$ cat config.mk
export PLATFORM = sky130hd
export DESIGN_NAME = ram_port_arbiter
export DESIGN_NICKNAME = d
export VERILOG_FILES = /design/src/rtl/ram_port_arbiter.sv
export SDC_FILE = /design/constraint.sdc
export NUM_CORES = 1
export LEC_CHECK = 0
export BUFFER_PORTS_ARGS = -buffer_cell sky130_fd_sc_hd__buf_2
export CORE_UTILIZATION = 24
export DETAILED_ROUTE_END_ITERATION = 6
export GPL_TIMING_DRIVEN = 0
export PLACE_DENSITY = 0.78
export SLEW_MARGIN = 20
export SYNTH_ARGS = -nofsm -noshare
export SYNTH_HDL_FRONTEND = slang
export SYNTH_SLANG_ARGS = --single-unit
export TNS_END_PERCENT = 50
$ cat constraint.sdc
create_clock -name CLK -period 1.3 [get_ports CLK]
set_input_delay 0.13 -clock CLK [delete_from_list [all_inputs] [get_ports CLK]]
set_output_delay 0.13 -clock CLK [all_outputs]
set_load 0.05 [all_outputs]
$ cat src/rtl/ram_port_arbiter.sv
// Round-robin two-requester arbiter in front of a 1W/1R registered-read RAM.
// Define RAM_ARB_INIT_EN to compile in the post-reset memory clear sweep.
module ram_port_arbiter #(
   parameter int                 D_WIDTH    = 16,
   parameter int                 A_WIDTH    = 5,
   parameter logic [D_WIDTH-1:0] INIT_VALUE = '0
) (
   input  logic               CLK,
   input  logic               RST,
   input  logic               a_req,
   input  logic               a_we,
   input  logic [A_WIDTH-1:0] a_addr,
   input  logic [D_WIDTH-1:0] a_wdata,
   input  logic               b_req,
   input  logic               b_we,
   input  logic [A_WIDTH-1:0] b_addr,
   input  logic [D_WIDTH-1:0] b_wdata,
   output logic               a_gnt,
   output logic               b_gnt,
   output logic               a_rvalid,
   output logic               b_rvalid,
   output logic [D_WIDTH-1:0] a_rdata,
   output logic [D_WIDTH-1:0] b_rdata,
   output logic [A_WIDTH-1:0] ram_address_write,
   output logic [D_WIDTH-1:0] ram_data_write,
   output logic               ram_write_enable,
   output logic [A_WIDTH-1:0] ram_address_read,
   input  logic [D_WIDTH-1:0] ram_data_read,
   output logic               init_busy
);

   logic ptr_q, ptr_d;   // 0 favours A, 1 favours B
   logic rv_q, rv_d;
   logic own_q, own_d;   // owner of the read in flight: 0 = A, 1 = B
   logic serve;

`ifdef RAM_ARB_INIT_EN
   typedef enum logic {S_INIT, S_SERVE} state_t;
   localparam logic [A_WIDTH-1:0] CNT_ONE  = {{(A_WIDTH-1){1'b0}}, 1'b1};
   localparam logic [A_WIDTH-1:0] CNT_LAST = {A_WIDTH{1'b1}};

   state_t             state_q, state_d;
   logic [A_WIDTH-1:0] cnt_q, cnt_d;

   always_ff @(posedge CLK or posedge RST) begin
      if (RST) begin
         state_q <= S_INIT;
         cnt_q   <= '0;
      end else begin
         state_q <= state_d;
         cnt_q   <= cnt_d;
      end
   end

   // Counter parks on the last address so the sweep can never restart.
   always_comb begin
      state_d = state_q;
      cnt_d   = cnt_q;
      if (state_q == S_INIT) begin
         if (cnt_q == CNT_LAST) state_d = S_SERVE;
         else                   cnt_d   = cnt_q + CNT_ONE;
      end
   end

   assign serve     = (state_q == S_SERVE);
   assign init_busy = ~serve;
`else
   assign serve     = 1'b1;
   assign init_busy = 1'b0;
`endif

   assign a_gnt = serve & a_req & (~b_req | ~ptr_q);
   assign b_gnt = serve & b_req & (~a_req |  ptr_q);

   assign ptr_d = (a_gnt | b_gnt) ? a_gnt : ptr_q;
   assign rv_d  = (a_gnt & ~a_we) | (b_gnt & ~b_we);
   assign own_d = b_gnt;

   always_ff @(posedge CLK or posedge RST) begin
      if (RST) begin
         ptr_q <= 1'b0;
         rv_q  <= 1'b0;
         own_q <= 1'b0;
      end else begin
         ptr_q <= ptr_d;
         rv_q  <= rv_d;
         own_q <= own_d;
      end
   end

   always_comb begin
      ram_write_enable  = 1'b0;
      ram_address_write = a_addr;
      ram_data_write    = a_wdata;
      ram_address_read  = a_addr;
      if (b_gnt) begin
         ram_write_enable  = b_we;
         ram_address_write = b_addr;
         ram_data_write    = b_wdata;
         ram_address_read  = b_addr;
      end else if (a_gnt) begin
         ram_write_enable  = a_we;
      end
`ifdef RAM_ARB_INIT_EN
      if (init_busy) begin
         ram_write_enable  = 1'b1;
         ram_address_write = cnt_q;
         ram_data_write    = INIT_VALUE;
      end
`endif
   end

   assign a_rvalid = rv_q & ~own_q;
   assign b_rvalid = rv_q &  own_q;
   assign a_rdata  = ram_data_read;
   assign b_rdata  = ram_data_read;

endmodule
======== Word level (Yosys, flattened, before mapping) ========
Index checks and enable logic that the tools add are counted.
storage, ports and cells
  word-level logic and storage cells ...... 23
  output and inout port bits .............. 64
  register bits after elaboration ......... 3
cells by class
  multiplexer cells ....................... 4
  bitwise gates (word level) .............. 16
operators with widths
  operator     number
  $mux 16      1
  $and 1x1->1  6
  $not 1->1    6
  $mux 5       1
  $or 1x1->1   4
  $mux 1       2

======== Depth between registers and ports, before layout ========
Gate-level depths: netlist of the first run.
  depth after elaboration ................. 5
  mapped depth ............................ 5
  gate-level depth less buffers ........... 4

======== Worst setup path before layout of the first run ========
No wires, ideal clock.
  path kind ............................... reg2out
  start point ............................. reg ptr_q
  end point ............................... out ram_address_write[0]
  buffers on the path ..................... 2
  path slack .............................. -0.290 ns
  arrival time ............................ 1.460 ns
  stages on the path, launching flop included .. 5
  cell sequence ........................... dfrtp_1 -> o21ai_4 -> buf_6 -> mux2_2 -> buf_4
between the ends
  longest elaborated chain between the ends .. 3
ends and longest elaborated chain
  element                 line  source
  from (decl)             32    logic ptr_q, ptr_d;
  from (signal assigned)  85    ptr_q <= ptr_d;
  $or 1x1->1              73    assign b_gnt = serve & b_req & (~a_req | ptr_q);
  $and 1x1->1             73
  $mux 5                  n/a
  to (decl)               24    output logic [A_WIDTH-1:0] ram_address_write,
Every way passes these cells.

======== Worst setup path after layout of the first run ========
  start point ............................. reg ptr_q
  end point ............................... out ram_data_write[8]
between the ends
  longest elaborated chain between the ends .. 3
ends and longest elaborated chain
  element      line  source
  $or 1x1->1   73
  $and 1x1->1  73
  $mux 16      96    if (b_gnt) begin
  to (decl)    25    output logic [D_WIDTH-1:0] ram_data_write,
Every way passes these cells.

==> flow_summary_export.csv, run 1 <==
group,metric,value,unit
run_status,status,"finished, violations left",
run_status,violations,"setup timing",
setup_path,cp_slowest_cell,"dfrtp_1",
placement,gp_congestion,0.688,
setup_path,r2r_slack,190,ps
power,p_per_area,884,nW/um2
routing,drc,0,
floorplanning,die_w,56.1,um
final_layout,final_nets,263,
synthesis,ys_types,16,
timing,drv_slew,0,
grt,grt_util_all_layers,0.161,
final_layout,antenna_cells,0,
synthesis,synth.largest_area_cell,"buf_4",
floorplanning,die-area,3150,um2
cts,cts_sinks,3,
routing,ant_nets,0,
final_layout,drive_above_1_share,0.934,
setup_path,cp.required,1170,ps
synthesis,ys_seq_area_frac,0.107,
timing,finalClockSkew,2.26,ps
setup_path,slowest_delay,400,ps
flow_run,drv_cap,0,
synthesis,synthCells,78,
routing,wl_per_cell,11.1,um
floorplanning,core-area,2760,um2
routing,routed_via_density,4.09,
power,leakagePower,0.991,nW
synthesis,yosysWarningCount,0,
power,p_sw,0.000768,W
synthesis,synth_top_area_share,0.406,
routing,drt-total-wl,2530,um
timing,max_freq,579,MHz
synthesis,netlist_area,703,um2
setup_path,critPathArrivalTime,1600,ps
timing,finalCritPeriodShare,1.33,
synthesis,synth_nets,142,
cts,clockBufferDepth,2,
placement,dp_hpwl,1920,um
routing,vias,936,
worst_hold_path,hold_class,"primary input to register",
cts,cts_buffers,3,
synthesis,synthTopCellsByArea,"buf_4 (41%), mux2_2 (30%), dfrtp_1 (11%)",
setup_path,cp_max_fo,10,
setup_path,crit_chain,"o21ai_4 -> buf_6 -> mux2_2 -> buf_4",
power,total_power,0.00149,W
setup_path,crit_path_end_kind,"primary output",
power,ir_drop,0.000586,V
placement,place_area,1360,um2
routing,drt-initial-drc-count,10,
setup_path,start_kind,"register",
grt,antenna_found_initial,0,
grt,grt_pass1_wl,4050,um
cts,clk_latency,230,ps
power,power_frac_clock,0.110,
timing,finalSetupViolCount,28,
floorplanning,die_h,56.1,um
floorplanning,start_util,0.255,
power,netSwitchingFraction,0.517,
grt,grt_pass1_vias,929,
power,p_comb_frac,0.815,
final_layout,design_area,1680,um2
timing,grt_setup_unrepaired,"true",
timing,setup_slack,-427,ps
placement,place_ws,-334,ps
synthesis,synth_seq_cells,3,
grt,grt_max_degree,11,
floorplanning,rows,19,
placement,io_buffer_count,110,
cts,cts.clk_slew.worst_paths,40,ps
cts,htreeDepth,1,
floorplanning,io_pins,128,
grt,overflow,0,
final_layout,syn2layout_area_growth,139,%
setup_path,path_class,"register to primary output",
timing,hold_viol,0,
cts,cts_root_buf,"clkbuf_4",
routing,first_pass_iters,2,
cts,tritoncts,"done",
final_layout,fill_cells,255,
power,p_seq_frac,0.075,
placement,dp_cells,219,
final_layout,layout.cells.non_filler,229,
timing,fin_crit,1730,ps
synthesis,avgSynthCellArea,9.02,um2
power,intPower,0.000717,W
==> power by group through the flow <==
stage                     Clock [W]  Combinational, W  Sequential, W
after global routing       0.000189           0.00125       0.000113
after global placement            0          0.000997       0.000113
after CTS                  0.000170           0.00121       0.000111
after floorplan                   0          0.000806       0.000112
after detailed placement          0           0.00101       0.000113
final                      0.000163           0.00121       0.000111
==> repair_timing <==
action                     CTS  global route
gates resized for setup     70             7
hold endpoints to repair     3             0
cloned                       1             0
setup endpoints to repair   28            29
hold buffers                 1             0
pin swaps                    1             1
setup buffers                5             0
==> cell families (layout without fill, tap and decap cells) <==
| group | Yosys count | count (layout) | synth area share |
|---|---|---|---|
| compound gates | 4 | 4 | 0.0552 |
| mux | 21 | 21 | 0.336 |
| simple gates | 4 | 4 | 0.0285 |
| buf+inv | 45 | 165 | 0.468 |
| other cells | 1 | 1 | 0.00533 |
| flops | 3 | 3 | 0.107 |
==> path summary, 6_finish.rpt <==
path | start | end | cells past startpoint
setup / recovery | ptr_q | ram_data_write[8] | 4
hold / removal | a_we | rv_q | 2
setup reg to reg | ptr_q | rv_q | 4
hold reg to reg | ptr_q | ptr_q | 3
max in group asynchronous | RST | ptr_q | 3
min in group asynchronous | RST | rv_q | 3
==> through the flow <==
step | util | TNS (ps) | hold slack [ps]
3_5_place_dp | 0.492 | -5890 | -2.06
6_report | 0.609 | -9970 | 113
4_1_cts | 0.610 | -11520 | 113
3_3_place_gp | 0.492 | -5240 | -1.02
5_1_grt | 0.609 | -11680 | 112
2_1_floorplan | - | -1490 | -116
==> registers in the layout (all words and copies together), names as in the netlist <==
| name | count |
|---|---|
| own_q | 1 |
| rv_q | 1 |
| ptr_q | 1 |
==> per-layer routing <==
metal	track usage	part of all wire	up-vias
met5	0	0	-
met4	0.0523	0.0020	0
met3	0.0233	0.056	2
met2	0.310	0.60	44
met1	0.177	0.34	435
li1	-	-	455
==> Yosys cell counts, drive strengths merged <==
library cell	number
inv	5
nor2b	1
a22o	1
o21ai	1
o22ai	1
a21boi	1
nand2	2
buf	40
mux2	21
and2	1
conb	1
dfrtp	3
==> cell type report <==
| type | count | area [um2] | area share |
|---|---|---|---|
| plain buffers | 40 | 338 | 0.201 |
| clock buffers | 4 | 26.3 | 0.0156 |
| inverters | 5 | 25.0 | 0.0149 |
| multi-input cells | 30 | 363 | 0.216 |
| flip-flops and latches | 3 | 75.1 | 0.0447 |
| well taps | 31 | 38.8 | 0.0231 |
| repair buffers | 116 | 815 | 0.485 |
==> worst max-delay path, delay by kind of cell (launching register included) <==
family,cells,cell delay (ps)
mux,1,350
compound gates,1,220
flops,1,400
buf+inv,2,380
==> layout by cell type (no fill, tap or decap) <==
cell type / netlist / final
a21boi_0: 1 / 1
a22o_4: 0 / 1
and2_1: 1 / 1
buf_2: 0 / 82
buf_4: 38 / 37
buf_6: 2 / 23
buf_8: 0 / 13
clkbuf_1: 0 / 1
clkbuf_4: 0 / 3
clkinvlp_4: 0 / 1
conb_1: 1 / 1
dfrtp_1: 3 / 3
dlygate4sd3_1: 0 / 1
inv_1: 3 / 2
inv_2: 1 / 1
inv_4: 1 / 1
mux2_2: 19 / 7
mux2_4: 0 / 14
nand2_1: 2 / 1
nand2_2: 0 / 1
nor2b_1: 1 / 1
o21ai_4: 1 / 1
o22ai_1: 1 / 1
Power figures use the tool's default switching activity.
==> inputs of run 2 (changes only) <==
MAX_ROUTING_LAYER = met4   (was unset)
==> run 2 against run 1 <==
Critical path depth did not move; sequential power barely moved; total power barely moved; via count fell by 0.11%; sequential share of layout area did not move; utilization did not move; critical path type unchanged; clock power barely moved; setup slack got worse by 0.77 ps; fmax barely moved; highest routed layer unchanged; die area did not move; the run still ends with setup timing left; largest cell class unchanged.
==> flow_summary_export.csv, run 2 (synthesis gave the netlist of run 1 again) <==
group,metric,value,unit
run_status,status,"finished, violations left",
run_status,violations,"setup timing",
timing,finalSetupViolCount,29,
cts,cts.clk_slew.worst_paths,40,ps
timing,finalCritPeriodShare,1.33,
final_layout,top_regs,"own_q x1, ptr_q x1, rv_q x1",
power,leakagePower,0.991,nW
setup_path,crit_family,"flip-flops",
final_layout,antenna_cells,0,
power,p_comb_frac,0.815,
timing,drv_slew,0,
routing,drt-initial-drc-count,21,
timing,grt_setup_unrepaired,"true",
timing,setup_slack,-428,ps
placement,io_buffer_count,110,
setup_path,start_kind,"register",
final_layout,final_nets,263,
worst_hold_path,hold_class,"primary input to register",
power,ir_drop,0.000586,V
power,netSwitchingFraction,0.517,
setup_path,path_class,"register to primary output",
power,p_per_area,884,nW/um2
cts,cts_buffers,3,
routing,routed_via_density,4.08,
setup_path,critPathArrivalTime,1600,ps
placement,dp_hpwl,1920,um
setup_path,slowest_delay,400,ps
grt,antenna_found_initial,0,
grt,overflow,0,
floorplanning,rows,19,
timing,max_freq,579,MHz
power,p_seq_frac,0.075,
routing,wl_per_cell,11.1,um
setup_path,crit_path_end_kind,"primary output",
final_layout,drive_above_1_share,0.934,
timing,hold_viol,0,
cts,clockBufferDepth,2,
grt,grt_max_degree,11,
floorplanning,die-area,3150,um2
power,p_sw,0.000768,W
setup_path,crit_chain,"o21ai_4 -> buf_6 -> mux2_2 -> buf_4",
setup_path,cp.required,1170,ps
placement,place_area,1360,um2
floorplanning,start_util,0.255,
setup_path,cp_slowest_cell,"dfrtp_1",
cts,htreeDepth,1,
routing,ant_nets,0,
floorplanning,core-area,2760,um2
flow_run,drv_cap,0,
cts,cts_root_buf,"clkbuf_4",
cts,clk_latency,230,ps
cts,tritoncts,"done",
routing,drt-total-wl,2530,um
setup_path,cp_max_fo,10,
timing,fin_crit,1730,ps
grt,grt_pass1_vias,926,
routing,first_pass_iters,3,
placement,gp_congestion,0.695,
routing,vias,935,
power,intPower,0.000717,W
floorplanning,io_pins,128,
final_layout,design_area,1680,um2
timing,finalClockSkew,2.37,ps
floorplanning,die_w,56.1,um
grt,grt_util_all_layers,0.166,
routing,drc,0,
grt,grt_pass1_wl,4050,um
placement,place_ws,-334,ps
final_layout,final_common_cell,"buf_2",
cts,cts_sinks,3,
setup_path,crit_buf_inv,2,
power,power_frac_clock,0.110,
floorplanning,die_h,56.1,um
final_layout,syn2layout_area_growth,139,%
final_layout,final_cell_mix,"buf_2 (82), buf_4 (37), buf_6 (23)",
## run 2: final timing paths
kind | from | to | slack, ps | cells after the start
worst max-delay path | ptr_q | ram_data_write[8] | -430 | 4
worst min-delay path | a_we | rv_q | 110 | 2
worst max register to register | ptr_q | rv_q | 190 | 4
worst min register to register | ptr_q | ptr_q | 690 | 3
max in group asynchronous | RST | ptr_q | 870 | 3
min in group asynchronous | RST | rv_q | 300 | 3
## run 2: power by group through the flow
stage	Clock [W]	Sequential (W)	Combinational, W
global placement	0	0.000113	0.000997
CTS	0.000170	0.000111	0.00121
global route	0.000189	0.000113	0.00125
detailed placement	0	0.000113	0.00101
finish	0.000163	0.000111	0.00121
floorplan	0	0.000112	0.000806
## run 2: per-stage QoR
stage               TNS (ps)  power [W]  instances  utilization  hold WS [ps]
finish                -10050    0.00148        229        0.609           113
global route          -11710    0.00155        229        0.609           112
CTS                   -11520    0.00149        230        0.610           113
detailed placement     -5890    0.00112        219        0.492         -2.06
global placement       -5240    0.00111        219        0.492         -1.02
floorplan              -1490   0.000918         78            -          -116
## run 2: layout make-up
type / count / area [um2]
tap: 31 / 38.8
clock buffer: 4 / 26.3
sequential: 3 / 75.1
inverter: 5 / 25.0
fill: 255 / 1080
multi-input combinational: 30 / 363
buffer: 40 / 338
timing repair buffer: 116 / 815
## run 2: what timing repair did
action	4_1_cts	5_1_grt
cloned	1	0
hold endpoints to repair	3	0
pin swaps	1	1
resized for setup	70	7
buffers inserted	5	0
endpoints found under the setup margin	28	29
hold buffers	1	0
## run 2: routing by layer
| metal | track usage | part of all wire | vias to the layer above |
|---|---|---|---|
| met5 | - | 0 | - |
| met4 | 0.0523 | 0.0020 | 0 |
| li1 | - | - | 455 |
| met3 | 0.0233 | 0.056 | 2 |
| met1 | 0.180 | 0.34 | 434 |
| met2 | 0.308 | 0.60 | 44 |
## run 2: worst register-to-register path: stages, from the launching register on
cell     delay, ps
dfrtp_1        400
o21ai_4        230
buf_8          160
buf_4          120
o22ai_1         80
==> inputs of run 3 (changes only) <==
CTS_BUF_LIST = sky130_fd_sc_hd__clkbuf_4 sky130_fd_sc_hd__clkbuf_8   (was unset)
==> run 3 against run 2 <==
Sequential power about the same; wire length about the same; via count shrank 0.32%; the flow still finishes with violations (setup timing); clock skew shrank 0.64 ps; die area unchanged; critical path depth is the same; final area is 0.22% higher; highest routed layer unchanged.
==> flow_summary_export.csv, run 3 (synthesis gave the netlist of run 1 again) <==
group,metric,value,unit
floorplanning,core-area,2760,um2
timing,finalSetupViolCount,28,
routing,first_pass_iters,2,
cts,cts_root_buf,"clkbuf_4",
routing,routed_via_density,4.07,
timing,drv_slew,0,
power,ir_drop,0.000586,V
setup_path,cp.required,1170,ps
floorplanning,rows,19,
final_layout,drive_above_1_share,0.939,
routing,drc,0,
setup_path,crit_chain,"o21ai_4 -> buf_6 -> mux2_2 -> buf_4",
grt,grt_pass1_wl,4040,um
final_layout,register_area,75.1,um2
final_layout,fill_cells,254,
routing,ant_nets,0,
floorplanning,die-area,3150,um2
power,leakagePower,0.995,nW
cts,clockBufferDepth,2,
flow_run,drv_cap,0,
routing,drt-total-wl,2530,um
placement,dp_hpwl,1920,um
power,p_per_area,894,nW/um2
final_layout,multi_input_area,363,um2
setup_path,crit_buf_inv,2,
routing,drt-initial-drc-count,25,
final_layout,antenna_cells,0,
setup_path,cp-endpoint,"ram_data_write[8]",
final_layout,final_common_cell,"buf_2",
cts,htreeDepth,1,
cts,clk_latency,230,ps
grt,grt_max_degree,11,
setup_path,cp_max_fo,10,
cts,cts_sinks,3,
setup_path,path_depth,4,
cts,tritoncts,"done",
grt,antenna_found_initial,0,
setup_path,path_class,"register to primary output",
setup_path,crit_start,"ptr_q",
final_layout,syn2layout_area_growth,140,%
timing,setup_slack,-429,ps
timing,finalCritPeriodShare,1.33,
final_layout,final_cell_mix,"buf_2 (82), buf_4 (37), buf_6 (23)",
routing,wl_per_cell,11.1,um
run_status,status,"finished, violations left",
floorplanning,io_pins,128,
final_layout,top_regs,"own_q x1, ptr_q x1, rv_q x1",
timing,finalClockSkew,1.73,ps
setup_path,worstRegToRegCells,4,
setup_path,crit_family,"flip-flops",
setup_path,crit_path_end_kind,"primary output",
grt,overflow,0,
timing,holdWs,114,ps
worst_hold_path,hold_class,"primary input to register",
floorplanning,die_w,56.1,um
final_layout,layout.cells.non_filler,229,
floorplanning,die_h,56.1,um
timing,fin_crit,1730,ps
placement,gp_congestion,0.695,
grt,grt_pass1_vias,926,
setup_path,critPathArrivalTime,1600,ps
setup_path,r2r_slack,190,ps
routing,vias,932,
timing,grt_setup_unrepaired,"true",
final_layout,final_nets,263,
setup_path,r2r_end,"rv_q",
timing,tns,-10070,ps
setup_path,cp_slowest_cell,"dfrtp_1",
run_status,violations,"setup timing",
placement,dp_cells,219,
cts,cts.clk_slew.worst_paths,40,ps
placement,io_buffer_count,110,
timing,hold_viol,0,
final_layout,fin_util,0.611,
setup_path,slowest_delay,400,ps
cts,cts_buffers,3,
timing,max_freq,578,MHz
grt,grt_util_all_layers,0.164,
setup_path,timing.rr.start,"ptr_q",
floorplanning,start_util,0.255,
setup_path,start_kind,"register",
power,total_power,0.00151,W
==> run 3: cell types whose count changed in the layout (fill, tap and decap cells not counted) <==
cell,delta
clkbuf_1,-1
clkbuf_4,+1
==> run 3: cell type report <==
type                       count  area share
timing repair buffer         116       0.484
inverter                       5      0.0149
multi-input combinational     30       0.215
buffer                        40       0.201
clock buffer                   4      0.0178
tap                           31      0.0230
sequential                     3      0.0446
==> run 3: per-layer routing <==
layer / vias to the layer above / share of wire / GRT usage
met5: - / 0 / -
met4: 0 / 0.0020 / 0.0418
met3: 2 / 0.056 / 0.0233
met2: 44 / 0.60 / 0.308
met1: 432 / 0.34 / 0.180
li1: 454 / - / -
==> run 3: worst min path at each step <==
| stage | start | endpoint | depth (start not counted) |
|---|---|---|---|
| after floorplan | RST | own_q | 1 |
| after global placement | RST | rv_q | 2 |
| after detailed placement | RST | rv_q | 2 |
| after CTS | a_we | rv_q | 2 |
| after global routing | a_we | rv_q | 2 |
| final | a_we | rv_q | 2 |
==> run 3: what timing repair did <==
action / in CTS / in global routing
gates cloned: 1 / 0
gates resized for setup: 70 / 7
endpoints found under the setup margin: 28 / 29
hold endpoints to repair: 3 / 0
hold buffers: 1 / 0
pin swaps: 1 / 1
setup buffers: 5 / 0
==> run 3: metrics by stage <==
step           instance area [um2]  worst slack [ps]
3_3_place_gp                  1360              -307
3_5_place_dp                  1360              -334
4_1_cts                       1690              -471
6_report                      1680              -429
5_1_grt                       1680              -481
2_1_floorplan                  767              -176
==> run 3: where the power goes <==
part           total, W  internal, W  switching, W  leakage (nW)
clock          0.000184     0.000136     0.0000481        0.0184
sequential     0.000111     0.000104    0.00000686        0.0360
combinational   0.00121     0.000498      0.000713         0.940
